File: config.mk
export PLATFORM = sky130hd
export DESIGN_NAME = serial_magnitude_comparator
export DESIGN_NICKNAME = d
export VERILOG_FILES = /design/src/rtl/serial_magnitude_comparator.sv
export SDC_FILE = /design/constraint.sdc
export NUM_CORES = 1
export LEC_CHECK = 0
export CAP_MARGIN = 15
export CELL_PAD_IN_SITES_DETAIL_PLACEMENT = 0
export CELL_PAD_IN_SITES_GLOBAL_PLACEMENT = 1
export CORE_MARGIN = 4
export CORE_UTILIZATION = 35
export CTS_CLUSTER_SIZE = 8
export DETAILED_ROUTE_END_ITERATION = 8
export PLACE_DENSITY = 0.72
export SLEW_MARGIN = 20
export SYNTH_ARGS = -nofsm -noshare
export SYNTH_HDL_FRONTEND = slang
export SYNTH_SLANG_ARGS = --single-unit
File: constraint.sdc
create_clock -name clk -period 3 [get_ports clk]
set_input_delay 0.9 -clock clk [delete_from_list [all_inputs] [get_ports clk]]
set_output_delay 0.9 -clock clk [all_outputs]
set_load 0.05 [all_outputs]
File: src/rtl/serial_magnitude_comparator.sv
// Multi-cycle magnitude comparator: examines CHUNK bits per clock, MSB first,
// and finishes at the first differing chunk. Unsigned or two's-complement.
module serial_magnitude_comparator #(
    parameter  int WIDTH  = 16,
    parameter  int CHUNK  = 4,
    localparam int NCHUNK = WIDTH / CHUNK,
    localparam int IDXW   = (NCHUNK > 1) ? $clog2(NCHUNK) : 1
) (
    input  logic             clk,
    input  logic             rst_n,
    input  logic             start,
    input  logic             signed_mode,
    input  logic [WIDTH-1:0] A,
    input  logic [WIDTH-1:0] B,
    output logic             busy,
    output logic             done,
    output logic             A_gt_B,
    output logic             A_lt_B,
    output logic             A_eq_B,
    output logic [IDXW:0]    chunks_used,
    output logic [0:0]       o_state
);

    localparam logic [0:0] S_IDLE = 1'b0;
    localparam logic [0:0] S_CMP  = 1'b1;

    // Handshake: start is sampled only while busy=0 (IDLE); a start seen in
    // CMP is dropped. done pulses for one cycle when the flags update, and
    // the machine is already IDLE in that cycle, so start may be asserted then.

    logic [0:0]       r_state;
    logic [WIDTH-1:0] r_a;
    logic [WIDTH-1:0] r_b;
    logic [IDXW-1:0]  r_idx;
    logic             r_done;
    logic             r_gt;
    logic             r_lt;
    logic             r_eq;
    logic [IDXW:0]    r_chunks;

    logic [CHUNK-1:0] w_a_top;
    logic [CHUNK-1:0] w_b_top;
    logic             w_last;

    assign w_a_top = r_a[WIDTH-1 -: CHUNK];
    assign w_b_top = r_b[WIDTH-1 -: CHUNK];
    assign w_last  = (r_idx == IDXW'(NCHUNK - 1));

    always_ff @(posedge clk) begin
        if (!rst_n) begin
            r_state  <= S_IDLE;
            r_a      <= '0;
            r_b      <= '0;
            r_idx    <= '0;
            r_done   <= 1'b0;
            r_gt     <= 1'b0;
            r_lt     <= 1'b0;
            r_eq     <= 1'b0;
            r_chunks <= '0;
        end else begin
            r_done <= 1'b0;
            case (r_state)
                S_IDLE: begin
                    if (start) begin
                        // Flipping the sign bit maps two's complement onto
                        // offset binary, so the unsigned chunk compare holds.
                        if (signed_mode) begin
                            r_a <= {~A[WIDTH-1], A[WIDTH-2:0]};
                            r_b <= {~B[WIDTH-1], B[WIDTH-2:0]};
                        end else begin
                            r_a <= A;
                            r_b <= B;
                        end
                        r_idx   <= '0;
                        r_state <= S_CMP;
                    end
                end
                S_CMP: begin
                    if (w_a_top != w_b_top) begin
                        r_gt     <= (w_a_top > w_b_top);
                        r_lt     <= (w_a_top < w_b_top);
                        r_eq     <= 1'b0;
                        r_chunks <= {1'b0, r_idx} + (IDXW + 1)'(1);
                        r_done   <= 1'b1;
                        r_state  <= S_IDLE;
                    end else if (w_last) begin
                        r_gt     <= 1'b0;
                        r_lt     <= 1'b0;
                        r_eq     <= 1'b1;
                        r_chunks <= (IDXW + 1)'(NCHUNK);
                        r_done   <= 1'b1;
                        r_state  <= S_IDLE;
                    end else begin
                        r_a   <= r_a << CHUNK;
                        r_b   <= r_b << CHUNK;
                        r_idx <= r_idx + IDXW'(1);
                    end
                end
                default: r_state <= S_IDLE;
            endcase
        end
    end

    assign busy        = (r_state == S_CMP);
    assign done        = r_done;
    assign A_gt_B      = r_gt;
    assign A_lt_B      = r_lt;
    assign A_eq_B      = r_eq;
    assign chunks_used = r_chunks;
    assign o_state     = r_state;

endmodule

After elaboration in Yosys (flattened, before gate mapping). Index checks and enable logic that the tools add are counted.

Flip-flop bits (word level): 42. Input bits: 36. Output and inout port bits: 9. Logic and storage cells: 52.

Add/sub/neg operators: 2. Order comparisons: 2. Eq/ne operators: 5. Multiplexer cells: 27. Bitwise gates (word level): 3. Reductions and logical operators: 4.

Operator list (number): 2-to-1 mux 16 bit (8); one-hot mux 16 bit (2 select lines) (2); 2-to-1 mux 1 bit (10); 2-to-1 mux 2 bit (3); 2-to-1 mux 3 bit (2); != test 2 bit, second input constant (3); greater-than comparator 4 bit (1); < comparator 4 bit (1); != test 4 bit (1); one-hot mux 2 bit (2 select lines) (1); AND reduction 2 bit (2); adder 2 x 1 -> 3 bit, second input constant (1); inverter 1 bit (3); AND reduction 3 bit (1); adder 2 x 1 -> 2 bit, second input constant (1); equality test 2 bit, second input constant (1); one-hot mux 1 bit (2 select lines) (1); nonzero test 2 bit (1).

Longest topological paths before layout.
Word-level depth: 4. Gate-level depth with buffers: 7.

Worst setup path before layout. Ideal clock, no wire load.

Path type: register to output. From: reg r_state (netlist: busy). To: out o_state. Arrival: 0.908 ns. Path slack: 1.192 ns. Stages on the path, launching flop included: 2. Path buffers: 1. Cell sequence: dfxtp_1 -> buf_4.

RTL lines: start: declaration (RTL line 31) `logic [0:0] r_state;`; start signal: assignment (RTL line 51) `r_state <= S_IDLE;`; start signal: assignment (RTL line 75) `r_state <= S_CMP;`; start signal: assignment (RTL line 85) `r_state <= S_IDLE;`; end: declaration (RTL line 21) `output logic [0:0] o_state`.

No word-level cell between the ends.

Final worst setup path.
From: reg r_gt (netlist: A_gt_B). To: out A_gt_B.

RTL lines: start: declaration (RTL line 36) `logic r_gt;`; start signal: assignment (RTL line 80) `r_gt <= (w_a_top > w_b_top);`; end: declaration (RTL line 17) `output logic A_gt_B,`.

No word-level cell between the ends.

==> qor.txt <==
CTS tree - done
Final Hold Fails - 0
HP Class - register to register
area delta synth->final - 28.2%
Final Wtd Congestion - 0.696
slowest stage cell, crit path - clkdlybuf4s50_1
Slew HR - 65.6%
DP HPWL - 2810 um
critical-path cell list - clkdlybuf4s50_1
synthesized area - 0.00202 mm2
sequential area share after synthesis - 41.7%
worst reg2reg path depth - 5
first-pass GRT wire length - 6870 um
final wirelength - 4100 um
post-DR vias/cell - 4.81
Final ANT Viol Nets - 0
hold bufs inserted after CTS - 0
total gr overflow - 0
clock latency on the worst-skew pair - 290 ps
Die W - 83.9 um
Yosys top cell area share - 41.7%
final setup violation count - 0
Sink Count - 42
Yosys reg bits - 42
hold slack - 460 ps
Synth Warn # - 0
clock slew at reported path FFs - 80 ps
Avg Inst Size Synth - 9.65 um2
io pins - 45
CTS root buf - clkbuf_8
critical path class - register to primary output
setup tns final - 0 ps
CP startpoint kind - register
Net Count, Synth - 250
DR pass1 iterations - 4
CTS Buffer Depth - 2
Chip Height - 83.9 um
Tot GR Track Use - 11.9%
1st-iter DRT viols - 77
peak supply drop - 197 uV
total number of vias - 1533
RSZ-0062 raised after global routing - false
critical path arrival - 1430 ps
max incr delay on CP - 800 ps
status - finished clean
initial antenna violation count - 0
Top delay family on crit path - buffers and inverters
Nets - 287
Worst Hold Path Cells - 2
largest area contributor in the netlist - dfxtp_1
f_max - 429 MHz
Max Cap Viol - 0
Netlist cell types - 28
core footprint - 0.00554 mm2
WP depth - 1
Syn Inst Count - 209
Worst Path Required - 2100 ps
DRC Markers - 0
Slew @ Worst Pin - 515 ps
Antenna Cells - 0
ratio of cells with drive above 1 in the final layout - 6.48%
CP Capture Type - primary output
PwrDens - 554 mW/mm2
Bufs and invs on worst path - 1
fin. max-slew vios - 0
vias in the first global route - 1563
leakage power - 1.16 nW
CTS resizes - 0
commonest non-fill, non-tap cells in the layout - dfxtp_1 (42), clkdlybuf4s50_1 (42), nand2_1 (39)
num rows - 27
Fin Clk Skew - 6.03 ps
Pwr Total - 1.43 mW
initial core utilization - 36.4%
H-tree levels - 2
Port-buffer cells - 44
final worst-path cycle share - 77.7%
Die ar. - 0.00704 mm2
crit-path max FO - 2
total CTS buffers - 5
largest net degree at the start of global routing - 51
DR WL/cell - 12.9 um
post-CTS setup buffer count - 0
minimum clock period after layout - 2330 ps
most area-consuming cells after synthesis - dfxtp_1 (42%), mux2i_1 (11%), o211a_1 (11%)
## final cells by class
class | instances | area (um2)
clock buffers | 6 | 72.6
multi-input cells | 143 | 1010
clock inverters | 2 | 37.5
fillers | 566 | 2960
inverters | 6 | 22.5
repair buffers | 48 | 510
flip-flops and latches | 42 | 841
well taps | 72 | 90.1
## report_power, final
group	switching [mW]	internal, mW	leakage [nW]
Clock	0.196	0.248	0.0514
Combinational	0.176	0.168	0.766
Sequential	0.0320	0.613	0.346
## logic make-up (layout without fill, tap and decap cells)
family	count (synthesis)	count (layout)	synth area share (%)
AOI/OAI and AO/OA	47	47	19.5
xor gates and xnor gates	2	2	0.869
adders and majority gates	5	5	3.10
buffers and inverters	24	62	8.19
DFF	42	42	41.7
muxes	22	22	10.9
and+or+nand+nor	67	67	15.8
## synthesized netlist by cell type
| cell | number |
|---|---|
| dfxtp_1 | 42 |
| nand2_1 | 39 |
| mux2i_1 | 22 |
| o211a_1 | 22 |
| nand3_1 | 13 |
| a21boi_0 | 11 |
| buf_6 | 9 |
| o21ai_0 | 7 |
| inv_1 | 6 |
| ha_1 | 5 |
| nand2b_1 | 4 |
| and3_1 | 3 |
| buf_2 | 3 |
| clkbuf_1 | 3 |
| o21a_1 | 3 |
| a21oi_1 | 2 |
| buf_1 | 2 |
| nand4_1 | 2 |
| xnor2_1 | 2 |
| and2_1 | 1 |
| buf_4 | 1 |
| nand4_4 | 1 |
| nor2_1 | 1 |
| nor2_2 | 1 |
| nor2b_1 | 1 |
| o21ai_4 | 1 |
| o22ai_1 | 1 |
| or2_1 | 1 |
## state kept, by name, indices dropped and copies added, names as in the netlist
register and cells:
A_eq_B 1, A_gt_B 1, A_lt_B 1, busy 1, chunks_used 3, done 1
r_a 16, r_b 16, r_idx 2
## layer usage
layer | vias up | GRT usage (%) | routed length, um
met5 | - | 0 | 0
met4 | 0 | 3.51 | 48
met3 | 4 | 3.36 | 155
met2 | 26 | 20.5 | 1900
met1 | 700 | 14.3 | 2000
li1 | 803 | - | -
## worst min-delay path, delay by kind of cell, from the launching register on
kind / cells / cell delay [ps]
AOI/OAI and AO/OA: 1 / 60
and+or+nand+nor: 1 / 50
DFF: 1 / 310
## path summary, 6_finish.rpt
check / startpoint / endpoint / slack [ps]
hold reg to reg: r_b[15]$_SDFFE_PN0P_ / r_b[15]$_SDFFE_PN0P_ / 460
setup / recovery: A_gt_B$_SDFFE_PN0P_ / A_gt_B / 670
setup reg to reg: busy$_SDFF_PN0_ / r_b[12]$_SDFFE_PN0P_ / 1130
hold / removal: r_b[15]$_SDFFE_PN0P_ / r_b[15]$_SDFFE_PN0P_ / 460
## metrics by stage
| step | setup WS [ps] | cells | cell area [um2] | utilization, % |
|---|---|---|---|---|
| 6_report | 670 | 319 | 2580 | 46.7 |
| 5_1_grt | 615 | 319 | 2580 | 46.7 |
| 4_1_cts | 646 | 318 | 2560 | 46.2 |
| 3_5_place_dp | 421 | 310 | 2450 | 44.2 |
| 3_3_place_gp | 430 | 310 | 2450 | 44.2 |
| 2_1_floorplan | 1190 | 209 | 2020 | - |
Note: power is estimated with default switching activity, not from simulation.
